$ cat src/rtl/vx_raster_agent_mc.sv
// Raster agent: arbitrates stamp beats from several raster bus channels into
// execute requests and returns per-lane results through a small response FIFO.
module vx_raster_agent_mc #(
  parameter int NUM_LANES    = 4,
  parameter int NUM_CHANNELS = 2,
  parameter int RSP_DEPTH    = 4,
  parameter int WARP_CNT     = 4,
  parameter int PID_W        = 8,
  parameter int UUID_W       = 44,
  localparam int WID_W = (WARP_CNT > 1) ? $clog2(WARP_CNT) : 1,
  localparam int CNT_W = $clog2(RSP_DEPTH) + 1
) (
  input  logic                                clk,
  input  logic                                reset,
  input  logic                                exec_valid,
  output logic                                exec_ready,
  input  logic [UUID_W-1:0]                   exec_uuid,
  input  logic [WID_W-1:0]                    exec_wid,
  input  logic [NUM_LANES-1:0]                exec_tmask,
  input  logic [4:0]                          exec_rd,
  input  logic [NUM_CHANNELS-1:0]             bus_valid,
  output logic [NUM_CHANNELS-1:0]             bus_ready,
  input  logic [NUM_CHANNELS-1:0]             bus_done,
  input  logic [NUM_CHANNELS*NUM_LANES*PID_W-1:0] bus_pid,
  input  logic                                done_clear,
  output logic                                commit_valid,
  input  logic                                commit_ready,
  output logic [UUID_W-1:0]                   commit_uuid,
  output logic [WID_W-1:0]                    commit_wid,
  output logic [NUM_LANES-1:0]                commit_tmask,
  output logic [4:0]                          commit_rd,
  output logic [NUM_LANES*32-1:0]             commit_data,
  output logic                                commit_wb,
  output logic [CNT_W-1:0]                    rsp_count,
  output logic                                all_done,
  output logic [31:0]                         stamp_count
);

  localparam int CH_W  = (NUM_CHANNELS > 1) ? $clog2(NUM_CHANNELS) : 1;
  localparam int PTR_W = $clog2(RSP_DEPTH);

  typedef struct packed {
    logic [UUID_W-1:0]      uuid;
    logic [WID_W-1:0]       wid;
    logic [NUM_LANES-1:0]   tmask;
    logic [4:0]             rd;
    logic [NUM_LANES*32-1:0] data;
  } rsp_t;

  rsp_t                    mem [RSP_DEPTH];
  rsp_t                    wr_entry;
  rsp_t                    head;
  logic [PTR_W-1:0]        wr_ptr, rd_ptr;
  logic [NUM_CHANNELS-1:0] done_latch, eligible;
  logic [CH_W-1:0]         rr_ptr, grant;
  logic                    grant_ok, full, bus_fire, local_fire, push, pop;

  // Round-robin search starting at rr_ptr over channels that still owe beats.
  always_comb begin
    eligible = bus_valid & ~done_latch;
    grant    = '0;
    grant_ok = 1'b0;
    for (int k = 0; k < NUM_CHANNELS; k++) begin
      int idx;
      idx = int'(rr_ptr) + k;
      if (idx >= NUM_CHANNELS) idx = idx - NUM_CHANNELS;
      if (!grant_ok && eligible[idx]) begin
        grant    = CH_W'(idx);
        grant_ok = 1'b1;
      end
    end
  end

  assign all_done   = &done_latch;
  assign full       = (rsp_count == CNT_W'(RSP_DEPTH));
  assign bus_fire   = reset && exec_valid && grant_ok && !full;
  assign local_fire = reset && exec_valid && all_done && !full;
  assign exec_ready = reset && !full && (grant_ok || all_done);
  assign push       = bus_fire || local_fire;
  assign pop        = commit_valid && commit_ready;

  // Lane word is {pid, live}; a frame-done reply is all zeros.
  always_comb begin
    bus_ready = '0;
    if (bus_fire) bus_ready[grant] = 1'b1;
    wr_entry.uuid  = exec_uuid;
    wr_entry.wid   = exec_wid;
    wr_entry.tmask = exec_tmask;
    wr_entry.rd    = exec_rd;
    wr_entry.data  = '0;
    if (bus_fire) begin
      for (int i = 0; i < NUM_LANES; i++) begin
        wr_entry.data[i*32 +: 32] =
          32'({bus_pid[(int'(grant)*NUM_LANES + i)*PID_W +: PID_W], ~bus_done[grant]});
      end
    end
  end

  always_ff @(posedge clk or negedge reset) begin
    if (!reset) begin
      wr_ptr      <= '0;
      rd_ptr      <= '0;
      rsp_count   <= '0;
      done_latch  <= '0;
      rr_ptr      <= '0;
      stamp_count <= '0;
    end else begin
      // NOTE: state updates use non-blocking assignments so every read in this block sees pre-edge values.
      if (push) wr_ptr <= wr_ptr + 1'b1;
      if (pop)  rd_ptr <= rd_ptr + 1'b1;
      if (push && !pop)      rsp_count <= rsp_count + CNT_W'(1);
      else if (pop && !push) rsp_count <= rsp_count - CNT_W'(1);
      if (bus_fire) rr_ptr <= (grant == CH_W'(NUM_CHANNELS - 1)) ? '0 : grant + 1'b1;
      if (bus_fire && !bus_done[grant]) stamp_count <= stamp_count + 32'd1;
      if (done_clear)                       done_latch        <= '0;
      else if (bus_fire && bus_done[grant]) done_latch[grant] <= 1'b1;
    end
  end

  // NOTE: the entry array is deliberately not reset; pointers and count alone define validity.
  always_ff @(posedge clk) begin
    if (push) mem[wr_ptr] <= wr_entry;
  end

  assign head         = mem[rd_ptr];
  assign commit_valid = (rsp_count != '0);
  assign commit_uuid  = head.uuid;
  assign commit_wid   = head.wid;
  assign commit_tmask = head.tmask;
  assign commit_rd    = head.rd;
  assign commit_data  = head.data;
  assign commit_wb    = 1'b1;

endmodule
$ cat config.mk
export PLATFORM = sky130hd
export DESIGN_NAME = vx_raster_agent_mc
export DESIGN_NICKNAME = d
export VERILOG_FILES = /design/src/rtl/vx_raster_agent_mc.sv
export SDC_FILE = /design/constraint.sdc
export NUM_CORES = 1
export LEC_CHECK = 0
export CORE_MARGIN = 4
export CORE_UTILIZATION = 51
export CTS_CLUSTER_SIZE = 14
export DETAILED_ROUTE_END_ITERATION = 7
export GPL_TIMING_DRIVEN = 1
export PLACE_DENSITY = 0.81
export SYNTH_ARGS = -nofsm -noshare
export SYNTH_HDL_FRONTEND = slang
export SYNTH_SLANG_ARGS = --single-unit
$ cat constraint.sdc
create_clock -name clk -period 4.96 [get_ports clk]
set_input_delay 1.488 -clock clk [delete_from_list [all_inputs] [get_ports clk]]
set_output_delay 1.488 -clock clk [all_outputs]
set_load 0.02 [all_outputs]
==> run metrics <==
layout cells sized above 1=16.5%; #FFs+latches synth=394; Reg2Reg Depth=10; Worst Setup SP=exec_valid; Setup-failing EPs final=0; CP max FO=3; worst skew pair latency=0.52 ns; WL final=32.8 mm; routed len/inst=21.9 um; CP required=3.47 ns; Top Ports=352; area delta synth->final=26.0%; Post-CTS Setup Bufs=0; die area=33800 um^2; Cell Area, Synth=15800 um^2; drt pass-1 iters=5; CTS tree=yes; EDFF count, synth=352; post-route worst setup slack=0.182 ns; DRC viols=0; startpoint class of the critical path=primary input; critical path class=primary input to primary output; syn_area_per_cell=20.1 um^2; Max-cap violations=0; status=finished clean; Crit. End Element=primary output; chip height=184 um; dominant cell type by area after synthesis=edfxtp_1; pwr dens=523 nW/um^2; worst r2r dst=rsp_count[2]; CTS Buffer Depth=3; Final ANT Viol Nets=0; gp weighted congestion=0.844; top cells by area, synth=edfxtp_1, mux4_2, dfrtp_1, buf_4, a22o_1; FMAX=0.209 GHz; Max Clock Skew=0.0160 ns; worst setup path endpoint=bus_ready[1]; Sw Pwr=3.08 mW; flop-to-flop setup slack=1.97 ns; clk sink count=394; IO Port Bufs=258; Gate Count Post-Synth=785; Combinational Power Share=33.1%; first-pass GRT wire length=49.5 mm; Final #Nets=1204; ys async rst share=10.7%; period utilization=96.3%; gr usage total=19.1%; Slew Limit Fails=0; slew of the pin with the lowest slew margin=0.805 ns; sequential share of power=39.1%; core region area=30600 um^2; unrepaired setup endpoints after global routing=no; final setup TNS=0 ns; row count=64; post-CTS sizing=0; initial drt markers=550; register area share after synthesis=73.7%; Hold Buf Count CTS=0; Worst R2R Start=rsp_count[2]; clock power share=27.8%; P_leak=6.90 nW; clock-pin transition on the worst setup and hold timing paths=0.06 ns; Slew HR=46.1%; routed vias=8057; largest net degree at the start of global routing=58; Post-synth top flop=edfxtp_1; VDD IR-drop max=0.353 mV; yosys warns=0; Initial Util=51.6%; most frequent cell after synthesis=edfxtp_1; Hold Path Class=register to register; top-area cell type share of the netlist area=67.0%; Switching Fraction=29.7%; n_diodes=0; Place WS=0.153 ns; dpl hpwl=20.8 mm; Die W=184 um; Arrival @ worst endpoint=3.29 ns; post-synthesis cell type count=40; Vias per Instance=5.39; htree depth=2; final hold vios=0; Post-synth top cells=edfxtp_1, buf_4, mux4_2; minimum clock period=4.78 ns; CTS root buf=clkbuf_16; initial antenna violation count=0; vias in the first global route=8618; grt ovf=0; CTS Buf Count=40; P_int=7.30 mW
==> kinds of logic (layout without fill, tap and decap cells) <==
group	Yosys count	in the layout	synth area share, %
AND/OR/NAND/NOR	86	86	3.25
XOR/XNOR	37	37	2.05
flip-flops	394	394	73.7
multiplexers	90	90	12.7
other	2	93	0.0476
AO/OA/AOI/OAI	41	41	2.17
adder cells (fa/ha/maj)	7	7	0.603
buffers and inverters	128	351	5.50
==> placed cells by master (no fill, tap or decap), drive strengths merged <==
cell	netlist	routed
edfxtp	352	352
inv	5	7
mux2	2	2
nor4b	1	1
or3b	2	2
o31ai	1	1
nand3	14	14
a22o	32	32
a31oi	3	3
bufinv	0	2
or3	1	1
ha	6	6
dfrtp	42	42
o21ai	2	2
nand2b	2	2
xor2	10	10
clkbuf	11	50
mux4	88	88
fa	1	1
and3b	1	1
nor2	12	12
o32ai	1	1
o32a	1	1
and2	5	5
clkinv	0	17
nor4	1	1
conb	2	93
clkinvlp	0	1
buf	112	17
and4	1	1
nand4	16	16
clkdlybuf4s50	0	257
nor3	8	8
nand2	13	13
nor3b	2	2
and3	7	7
a21oi	1	1
xnor2	27	27
==> area by class of cell <==
cell class	count	area [um^2]
Timing Repair Buffer	274	2800
Tap cell	396	495
Multi-Input combinational cell	354	3650
Clock inverter	22	168
Sequential cell	394	11600
Fill cell	2065	10700
Clock buffer	50	1110
Inverter	5	18.8
==> through the flow <==
stage	area (um^2)	hold slack [ns]	std cells	util, %	total power [mW]
floorplan	16100	0.465	876	-	6.20
global placement	18600	0.461	1423	60.8	7.58
detailed placement	18600	0.460	1423	60.8	7.62
CTS	19900	0.472	1495	65.0	10.5
global route	19900	0.490	1495	65.0	10.8
finish	19900	0.476	1495	65.0	10.4
==> state kept, by name (all words and copies together), names as in the netlist <==
| signal | count |
|---|---|
| done_latch | 2 |
| mem | 352 |
| rd_ptr | 2 |
| rr_ptr | 1 |
| rsp_count | 3 |
| stamp_count | 32 |
| wr_ptr | 2 |
==> worst min path at each step <==
stage	from	end	slack [ns]	cells after the start
2_1_floorplan	rr_ptr	rr_ptr	0.46	1
3_3_place_gp	stamp_count[31]	stamp_count[31]	0.46	1
3_5_place_dp	stamp_count[31]	stamp_count[31]	0.46	1
4_1_cts	stamp_count[31]	stamp_count[31]	0.47	1
5_1_grt	stamp_count[31]	stamp_count[31]	0.49	1
6_report	stamp_count[31]	stamp_count[31]	0.48	1
==> layer usage <==
| layer | wire (um) | vias up | track usage, % |
|---|---|---|---|
| li1 | - | 3531 | - |
| met1 | 12800 | 4122 | 24.3 |
| met2 | 16400 | 349 | 32.1 |
| met3 | 2740 | 55 | 5.72 |
| met4 | 872 | 0 | 5.65 |
| met5 | 0 | - | 0 |
==> critical path, stage by stage <==
cell and delay (ns):
clkdlybuf4s50_1 0.48, nand3_1 0.19, nor3_2 0.43, clkdlybuf4s50_1 0.69
==> power groups by stage <==
stage / registers [mW] / clock network (mW) / logic (mW)
global placement: 4.11 / 0 / 3.46
floorplan: 4.13 / 0 / 2.07
CTS: 4.06 / 2.95 / 3.50
finish: 4.06 / 2.89 / 3.43
detailed placement: 4.13 / 0 / 3.49
global route: 4.09 / 3.10 / 3.65
No activity file was read; power rests on OpenSTA's default activity.
